==> src/rtl/cpu_bus_pkg.sv <==
// Shared types for the CPU bus arbiter: grant encoding used by the arbiter, decoders and bench.
package cpu_bus_pkg;

  typedef enum logic [1:0] {
    GNT_NONE  = 2'b00,
    GNT_FETCH = 2'b01,
    GNT_DATA  = 2'b10
  } grant_t;

endpackage

==> src/rtl/cpu_bus_arbiter_if.sv <==
// Fetch, data and external-bus signals of the CPU bus arbiter, bundled into one interface.
interface cpu_bus_arbiter_if;
  import cpu_bus_pkg::*;

  logic        i_fetch_request;
  logic [31:0] i_fetch_address;
  logic        o_fetch_ready;
  logic [31:0] o_fetch_rdata;

  logic        i_data_request;
  logic        i_data_rw;
  logic [31:0] i_data_address;
  logic [31:0] i_data_wdata;
  logic [3:0]  i_data_wmask;
  logic        o_data_ready;
  logic [31:0] o_data_rdata;

  logic        o_bus_request;
  logic        o_bus_rw;
  logic [31:0] o_bus_address;
  logic [31:0] o_bus_wdata;
  logic [3:0]  o_bus_wmask;
  logic        i_bus_ready;
  logic [31:0] i_bus_rdata;

  grant_t      o_grant;

  // Arbiter side
  modport slave (
    input  i_fetch_request, i_fetch_address,
    output o_fetch_ready, o_fetch_rdata,
    input  i_data_request, i_data_rw, i_data_address, i_data_wdata, i_data_wmask,
    output o_data_ready, o_data_rdata,
    output o_bus_request, o_bus_rw, o_bus_address, o_bus_wdata, o_bus_wmask,
    input  i_bus_ready, i_bus_rdata,
    output o_grant
  );

  // Requester / bus-model side
  modport master (
    output i_fetch_request, i_fetch_address,
    input  o_fetch_ready, o_fetch_rdata,
    output i_data_request, i_data_rw, i_data_address, i_data_wdata, i_data_wmask,
    input  o_data_ready, o_data_rdata,
    input  o_bus_request, o_bus_rw, o_bus_address, o_bus_wdata, o_bus_wmask,
    output i_bus_ready, i_bus_rdata,
    input  o_grant
  );

endinterface

==> src/rtl/cpu_bus_arbiter.sv <==
// Shares the CPU memory bus between ICache refill and the data path, one transaction at a time,
// data first with a starvation counter that eventually forces a waiting fetch through.
//
// state     | meaning
// ----------+----------------------------------------------------------
// S_IDLE    | no owner; arbitrates the requests sampled this cycle
// S_FETCH   | fetch owns the bus until i_bus_ready
// S_DATA    | data path owns the bus until i_bus_ready
module cpu_bus_arbiter
  import cpu_bus_pkg::*;
#(
  parameter int unsigned STARVE_LIMIT = 4,
  parameter int unsigned CW           = 4
) (
  input  logic              i_clock,
  input  logic              i_reset,
  cpu_bus_arbiter_if.slave  bus
);

  localparam logic [1:0]    S_IDLE  = 2'b00;
  localparam logic [1:0]    S_FETCH = 2'b01;
  localparam logic [1:0]    S_DATA  = 2'b10;
  localparam logic [CW-1:0] LIMIT   = CW'(STARVE_LIMIT);

  logic [1:0]    state_q, state_d;
  logic [CW-1:0] starve_q, starve_d;
  logic          fetch_forced;
  logic          fetch_gnt;
  logic          data_gnt;

  assign fetch_forced = bus.i_fetch_request && (starve_q >= LIMIT);

  always_comb begin
    state_d  = state_q;
    starve_d = starve_q;
    case (state_q)
      S_IDLE: begin
        if (bus.i_data_request && !fetch_forced) begin
          state_d = S_DATA;
          if (!bus.i_fetch_request) begin
            starve_d = '0;
          end else if (starve_q < LIMIT) begin
            starve_d = starve_q + CW'(1);
          end
        end else if (bus.i_fetch_request) begin
          state_d  = S_FETCH;
          starve_d = '0;
        end else begin
          starve_d = '0;
        end
      end
      S_FETCH, S_DATA: begin
        if (bus.i_bus_ready) begin
          state_d = S_IDLE;
        end
      end
      default: state_d = S_IDLE;
    endcase
  end

  always_ff @(posedge i_clock) begin
    if (!i_reset) begin
      state_q  <= S_IDLE;
      starve_q <= '0;
    end else begin
      state_q  <= state_d;
      starve_q <= starve_d;
    end
  end

  // Outputs are gated by i_reset so the bus is released in the same cycle reset asserts.
  assign fetch_gnt = i_reset && (state_q == S_FETCH);
  assign data_gnt  = i_reset && (state_q == S_DATA);

  always_comb begin
    bus.o_bus_request = fetch_gnt || data_gnt;
    bus.o_bus_rw      = 1'b0;
    bus.o_bus_address = '0;
    bus.o_bus_wdata   = '0;
    bus.o_bus_wmask   = '0;
    bus.o_grant       = GNT_NONE;
    if (fetch_gnt) begin
      bus.o_bus_address = bus.i_fetch_address;
      bus.o_grant       = GNT_FETCH;
    end
    if (data_gnt) begin
      bus.o_bus_rw      = bus.i_data_rw;
      bus.o_bus_address = bus.i_data_address;
      bus.o_bus_wdata   = bus.i_data_wdata;
      bus.o_bus_wmask   = bus.i_data_wmask;
      bus.o_grant       = GNT_DATA;
    end
  end

  always_comb begin
    bus.o_fetch_ready = fetch_gnt && bus.i_bus_ready;
    bus.o_data_ready  = data_gnt && bus.i_bus_ready;
    bus.o_fetch_rdata = bus.o_fetch_ready ? bus.i_bus_rdata : '0;
    bus.o_data_rdata  = bus.o_data_ready  ? bus.i_bus_rdata : '0;
  end

endmodule
==> src/flat_wrapper.sv <==
// flat-port wrapper written by rule: the top's interface ports become plain ports
module cpu_bus_arbiter_flat import cpu_bus_pkg::*;
#(
  parameter int unsigned STARVE_LIMIT = 4,
  parameter int unsigned CW           = 4
)
  (i_clock, i_reset, bus_i_fetch_request, bus_i_fetch_address, bus_o_fetch_ready, bus_o_fetch_rdata, bus_i_data_request, bus_i_data_rw, bus_i_data_address, bus_i_data_wdata, bus_i_data_wmask, bus_o_data_ready, bus_o_data_rdata, bus_o_bus_request, bus_o_bus_rw, bus_o_bus_address, bus_o_bus_wdata, bus_o_bus_wmask, bus_i_bus_ready, bus_i_bus_rdata, bus_o_grant);
  cpu_bus_arbiter_if bus_i ();
  input  logic i_clock;
  input  logic i_reset;
  input wire logic [$bits(bus_i.i_fetch_request)-1:0] bus_i_fetch_request;
  input wire logic [$bits(bus_i.i_fetch_address)-1:0] bus_i_fetch_address;
  output wire logic [$bits(bus_i.o_fetch_ready)-1:0] bus_o_fetch_ready;
  output wire logic [$bits(bus_i.o_fetch_rdata)-1:0] bus_o_fetch_rdata;
  input wire logic [$bits(bus_i.i_data_request)-1:0] bus_i_data_request;
  input wire logic [$bits(bus_i.i_data_rw)-1:0] bus_i_data_rw;
  input wire logic [$bits(bus_i.i_data_address)-1:0] bus_i_data_address;
  input wire logic [$bits(bus_i.i_data_wdata)-1:0] bus_i_data_wdata;
  input wire logic [$bits(bus_i.i_data_wmask)-1:0] bus_i_data_wmask;
  output wire logic [$bits(bus_i.o_data_ready)-1:0] bus_o_data_ready;
  output wire logic [$bits(bus_i.o_data_rdata)-1:0] bus_o_data_rdata;
  output wire logic [$bits(bus_i.o_bus_request)-1:0] bus_o_bus_request;
  output wire logic [$bits(bus_i.o_bus_rw)-1:0] bus_o_bus_rw;
  output wire logic [$bits(bus_i.o_bus_address)-1:0] bus_o_bus_address;
  output wire logic [$bits(bus_i.o_bus_wdata)-1:0] bus_o_bus_wdata;
  output wire logic [$bits(bus_i.o_bus_wmask)-1:0] bus_o_bus_wmask;
  input wire logic [$bits(bus_i.i_bus_ready)-1:0] bus_i_bus_ready;
  input wire logic [$bits(bus_i.i_bus_rdata)-1:0] bus_i_bus_rdata;
  output wire logic [$bits(bus_i.o_grant)-1:0] bus_o_grant;
  assign bus_i.i_fetch_request = bus_i_fetch_request;
  assign bus_i.i_fetch_address = bus_i_fetch_address;
  assign bus_o_fetch_ready = bus_i.o_fetch_ready;
  assign bus_o_fetch_rdata = bus_i.o_fetch_rdata;
  assign bus_i.i_data_request = bus_i_data_request;
  assign bus_i.i_data_rw = bus_i_data_rw;
  assign bus_i.i_data_address = bus_i_data_address;
  assign bus_i.i_data_wdata = bus_i_data_wdata;
  assign bus_i.i_data_wmask = bus_i_data_wmask;
  assign bus_o_data_ready = bus_i.o_data_ready;
  assign bus_o_data_rdata = bus_i.o_data_rdata;
  assign bus_o_bus_request = bus_i.o_bus_request;
  assign bus_o_bus_rw = bus_i.o_bus_rw;
  assign bus_o_bus_address = bus_i.o_bus_address;
  assign bus_o_bus_wdata = bus_i.o_bus_wdata;
  assign bus_o_bus_wmask = bus_i.o_bus_wmask;
  assign bus_i.i_bus_ready = bus_i_bus_ready;
  assign bus_i.i_bus_rdata = bus_i_bus_rdata;
  assign bus_o_grant = bus_i.o_grant;
  cpu_bus_arbiter #(.STARVE_LIMIT(STARVE_LIMIT), .CW(CW)) u_core (.i_clock(i_clock), .i_reset(i_reset), .bus(bus_i));
endmodule
==> config.mk <==
export PLATFORM = sky130hd
export DESIGN_NAME = cpu_bus_arbiter_flat
export DESIGN_NICKNAME = d
export VERILOG_FILES = /design/src/rtl/cpu_bus_pkg.sv /design/src/rtl/cpu_bus_arbiter_if.sv /design/src/rtl/cpu_bus_arbiter.sv /design/src/flat_wrapper.sv
export SDC_FILE = /design/constraint.sdc
export NUM_CORES = 1
export LEC_CHECK = 0
export CORE_AREA = 2 2 106 108
export CTS_CLUSTER_SIZE = 25
export DETAILED_ROUTE_END_ITERATION = 8
export DIE_AREA = 0 0 108 110
export PLACE_DENSITY_LB_ADDON = 0.12
export REMOVE_ABC_BUFFERS = 1
export SLEW_MARGIN = 20
export SYNTH_ARGS = -nofsm -noshare
export SYNTH_HDL_FRONTEND = slang
export SYNTH_SLANG_ARGS = --single-unit
==> constraint.sdc <==
create_clock -name i_clock -period 3 [get_ports i_clock]
set_input_delay 0.9 -clock i_clock [delete_from_list [all_inputs] [get_ports i_clock]]
set_output_delay 0.9 -clock i_clock [all_outputs]
set_load 0.01 [all_outputs]
==> results.yml, run 1 <==
synth:
  yosysWarnings: 0
  ys_ff_latch: 6
  async_flop_share: 0
  postSynthAreaPerCell_sq_um: 7.35
  synthTopCellsByCount: "65 x and2_1, 39 x and3_1, 32 x a22o_1, 7 x buf_6"
  syn_area_sq_um: 1430
  yosys.area.top_type: "and2_1"
  synth_top_area_share: 0.284
  synthTopCellsByArea: "and2_1 28%, a22o_1 20%, and3_1 17%"
  ys.flop_type: "dfxtp_1"
  ys_seq_area_frac: 0.0838
  synth_cells: 195
  synth_edf_count: 0
  yosysMostFrequentCell: "and2_1"
  synth.distinct_cells: 23
place:
  hpwl_um: 7670
  place_area_sq_um: 4360
  routabilityCongestion: 0.751
  portBuffers: 275
  dp_slack_ps: -561
clock_network:
  cts.clk_slew.worst_paths_ps: 40
  cts_hold_buf: 0
  h-tree-depth: 1
  max-clock-path-buffers: 2
  cts.sinks: 6
  cts.root.buffer_cell: "clkbuf_8"
  cts_made_buffers: 3
  clk_latency_ps: 220
  cts_tree: "yes"
timing:
  slew_violations: 0
  layout_setup_ws_ps: 57.6
  hold_viol: 0
  setup_viol: 0
  rsz0062_at_grt: "false"
  fmaxAchievable_mhz: 340
  setup_tns_ps: 0
  clock_skew_ps: 1.81
  min_period_ps: 2940
  worst_slew_pin_slew_ps: 271
  finalCritPeriodShare: 0.981
  relSlewSlack: 0.819
drt:
  routed_wl_um: 9890
  wl_per_cell_um: 16.2
  first_iter_violations: 75
  antenna_left: 0
  firstDrtPassIters: 4
  vias: 2501
  viasPerCell: 4.11
  drc_errors: 0
min_path:
  worstHoldPathType: "reg2reg"
power_and_ir_drop:
  vdd_drop_max_uv: 207
  power.total_mw: 0.688
  power_density_nw_per_um2: 158
  leakage_nw: 2.39
die:
  start_util: 0.134
  die_w_um: 108
  core_area_sq_um: 10700
  io_pins: 276
  die_area_sq_um: 11900
  die_h_um: 110
  rows: 38
global_route:
  grt.total_usage: 0.145
  grt_max_degree: 39
  grt_pass1_vias: 2324
  grt_pass1_wl_um: 13400
  grt_overflow: 0
  antenna_found_initial: 0
cells_and_area:
  diodes: 0
  stdcell_area_sq_um: 4350
  utilization: 0.407
  fillers: 1115
  nets: 613
  drive_above_1_share: 0.132
  syn2layout_area_growth_pct: 204
worst_setup_path:
  critPathLaunchType: "input port"
  arrival_ps: 2040
  required_ps: 2100
  critPathKind: "in2out"
  crit_fanout: 17
  endpoint_kind: "primary output"
run:
  drv_cap: 0
status:
  status: "finished, final reports clean"
[where the power goes]
part / switching (mW) / internal, mW
Combinational: 0.169 / 0.310
Clock: 0.0358 / 0.0863
Sequential: 0.00282 / 0.0842
Total: 0.208 / 0.481
[stage by stage]
step / hold slack, ps / instances
4_1_cts: 494 / 608
6_report: 493 / 609
2_1_floorplan: 471 / 171
3_3_place_gp: 491 / 598
3_5_place_dp: 485 / 598
5_1_grt: 520 / 609
[timing repair]
| item | 4_1_cts | 5_1_grt |
|---|---|---|
| setup endpoints to repair | 138 | 38 |
| buffers inserted | 2 | 1 |
| pin swaps | 1 | 2 |
| resized for setup | 249 | 6 |
| cloned | 5 | 0 |
[state kept, by name, indices dropped and copies added, names as in the netlist]
name and count:
u_core.state_q 2, u_core.starve_q 4
[critical path, stage by stage]
cell	delay (ps)
dlygate4sd2_1	240
and3_4	230
buf_12	140
clkdlybuf4s50_1	530
[path summary, 6_finish.rpt]
check | from | endpoint | slack (ps) | cells after the start
worst max-delay path | bus_i_bus_ready | bus_o_data_ready | 60 | 4
worst min-delay path | u_core.starve_q[3]$_SDFFE_PN0P_ | u_core.starve_q[3]$_SDFFE_PN0P_ | 490 | 1
worst max register to register | u_core.state_q[0]$_SDFFE_PN0P_ | u_core.starve_q[0]$_SDFFE_PN0P_ | 1640 | 5
worst min register to register | u_core.starve_q[3]$_SDFFE_PN0P_ | u_core.starve_q[3]$_SDFFE_PN0P_ | 490 | 1
[logic make-up (layout without fill, tap and decap cells)]
kind of cell,after synthesis,count (layout),share of synthesized area
adder cells (fa/ha/maj),4,4,0.0349
AND/OR/NAND/NOR,116,116,0.515
buffers and inverters,27,301,0.123
flip-flops,6,6,0.0838
AO/OA/AOI/OAI,42,42,0.243
[final cells by class]
type	instances	area, sq um	area share
Inverter	3	11.3	0.00259
Clock buffer	3	41.3	0.00949
Multi-Input combinational cell	162	1140	0.262
Tap cell	140	175	0.0402
Sequential cell	6	120	0.0276
Timing Repair Buffer	295	2860	0.658
[placed cells by master, fill, tap and decap left out, types with 2 or more instances in the layout]
master / count
inv_1: 3
and3_4: 2
buf_4: 5
dlygate4sd2_1: 85
buf_12: 7
ha_1: 4
clkdlybuf4s15_1: 9
buf_6: 5
dfxtp_1: 6
nor2b_1: 5
a22o_1: 32
dlymetal6s2s_1: 2
bufbuf_16: 4
and2_1: 64
buf_2: 31
o21ai_0: 3
a32oi_1: 2
o21a_1: 2
clkdlybuf4s50_1: 144
and3_1: 39
clkbuf_8: 3
[routing by layer]
metal / share of wire / vias up / global-route usage
met4: 0.0081 / 0 / 0.0302
met2: 0.53 / 129 / 0.276
met5: 0 / - / 0
li1: - / 1236 / -
met3: 0.10 / 4 / 0.0423
met1: 0.36 / 1132 / 0.158
Power figures use the tool's default switching activity.
==> inputs of run 2 (changes only) <==
--- a/config.mk
+++ b/config.mk
@@ -5,10 +5,11 @@
 export SDC_FILE = /design/constraint.sdc
 export NUM_CORES = 1
 export LEC_CHECK = 0
-export CORE_AREA = 2 2 106 108
+export CORE_AREA = 2 2 108 110
 export CTS_CLUSTER_SIZE = 25
 export DETAILED_ROUTE_END_ITERATION = 8
-export DIE_AREA = 0 0 108 110
+export DIE_AREA = 0 0 110 112
+export DONT_BUFFER_PORTS = 1
 export PLACE_DENSITY_LB_ADDON = 0.12
 export REMOVE_ABC_BUFFERS = 1
 export SLEW_MARGIN = 20
==> results.yml, run 2 (same netlist as run 1, synthesis figures left out) <==
timing:
  layout_setup_ws_ps: 396
  slew_violations: 0
  min_period_ps: 2600
  relSlewSlack: 0.776
  setup_tns_ps: 0
  rsz0062_at_grt: "false"
  worst_slew_pin_slew_ps: 337
  finalCritPeriodShare: 0.868
  setup_viol: 0
  hold_viol: 0
  clock_skew_ps: 0.762
  fmaxAchievable_mhz: 384
  fin_hold_ws_ps: 491
run:
  drv_cap: 0
worst_setup_path:
  endpoint_kind: "primary output"
  critPathKind: "reg2out"
  arrival_ps: 1700
  crit_fanout: 33
  critPathLaunchType: "flop"
  required_ps: 2100
drt:
  viasPerCell: 4.55
  vias: 1460
  firstDrtPassIters: 4
  drc_errors: 0
  routed_wl_um: 5950
  first_iter_violations: 81
  antenna_left: 0
  wl_per_cell_um: 18.5
power_and_ir_drop:
  pwr-share-comb: 0.353
  p_seq_frac: 0.185
  switchingPower_mw: 0.155
  clkPwrFrac: 0.462
  switching_share: 0.330
  vdd_drop_max_uv: 209
  p_int_mw: 0.315
  power_density_nw_per_um2: 303
  leakage_nw: 0.727
global_route:
  grt_pass1_wl_um: 7520
  grt.total_usage: 0.0803
  grt_max_degree: 49
  grt_pass1_vias: 1280
  antenna_found_initial: 0
  grt_overflow: 0
clock_network:
  cts_made_buffers: 3
  cts.clk_slew.worst_paths_ps: 40
  cts.sinks: 6
  post-cts-setup-buffers: 0
  max-clock-path-buffers: 2
  cts_hold_buf: 0
  cts_tree: "yes"
  cts.root.buffer_cell: "clkbuf_16"
  clk_latency_ps: 230
  h-tree-depth: 1
  ctsResizeCount: 0
place:
  portBuffers: 0
  routabilityCongestion: 0.730
  hpwl_um: 4930
  place_area_sq_um: 1480
  dp_slack_ps: 448
cells_and_area:
  top_regs: "u_core.starve_q (4), u_core.state_q (2)"
  nets: 322
  final_cell_mix: "65 x and2_1, 39 x and3_1, 32 x a22o_1"
  syn2layout_area_growth_pct: 8.29
  mostFrequentLayoutCell: "and2_1"
  stdcell_area_sq_um: 1550
  utilization: 0.139
  diodes: 0
  largest-register: "u_core.starve_q"
  largest_reg_flops: 4
  drive_above_1_share: 0.0506
status:
  status: "finished, final reports clean"
die:
  die_area_sq_um: 12300
  die_w_um: 110
  die_h_um: 112
  core_area_sq_um: 11200
  start_util: 0.128
  io_pins: 276
  rows: 39
min_path:
  worstHoldPathType: "reg2reg"
run 2: cell count changes in the layout (fill, tap and decap cells not counted), sizes merged:
cell / previous run / this run
clkbuf: 4 / 3
buf: 49 / 4
bufbuf: 4 / 0
dlygate4sd2: 85 / 0
clkdlybuf4s15: 10 / 0
dlymetal6s2s: 2 / 0
clkdlybuf4s50: 144 / 0
run 2: layout make-up:
type                       instances  area [sq um]
clock buffer                       3          75.1
fill                            1291          9620
inverter                           3          11.3
multi-input combinational        162          1140
sequential                         6           120
tap                              143           179
timing repair buffer               4          30.0
run 2: routing by layer:
metal,vias to the layer above,global-route usage,wire [um]
li1,653,-,-
met1,680,0.106,2410
met2,125,0.139,2980
met3,2,0.0170,545
met4,0,0.00506,8
met5,-,0,0
run 2: through the flow:
stage	std cells	total power, mW
floorplan	171	0.223
detailed placement	318	0.255
finish	321	0.471
CTS	321	0.477
global placement	318	0.257
global route	321	0.499
run 2: critical path: stages (launching register included):
cell and delay, ps:
dfxtp_1 340, inv_1 70, ha_1 240, and3b_1 220
buf_4 310, a22o_1 270
run 2: power by group through the flow:
stage	Combinational, mW	Sequential (mW)	Clock [mW]
finish	0.166	0.0869	0.217
detailed placement	0.167	0.0881	0
CTS	0.168	0.0870	0.222
floorplan	0.136	0.0875	0
global placement	0.168	0.0884	0
global route	0.184	0.0873	0.228
run 2: path summary, 6_finish.rpt:
| check | from | endpoint | slack, ps | cells past startpoint |
|---|---|---|---|---|
| min reg2reg | u_core.starve_q[3]$_SDFFE_PN0P_ | u_core.starve_q[3]$_SDFFE_PN0P_ | 490 | 1 |
| max reg2reg | u_core.state_q[0]$_SDFFE_PN0P_ | u_core.starve_q[0]$_SDFFE_PN0P_ | 1670 | 5 |
| min | u_core.starve_q[3]$_SDFFE_PN0P_ | u_core.starve_q[3]$_SDFFE_PN0P_ | 490 | 1 |
| max | u_core.state_q[0]$_SDFFE_PN0P_ | bus_o_bus_address[11] | 400 | 5 |
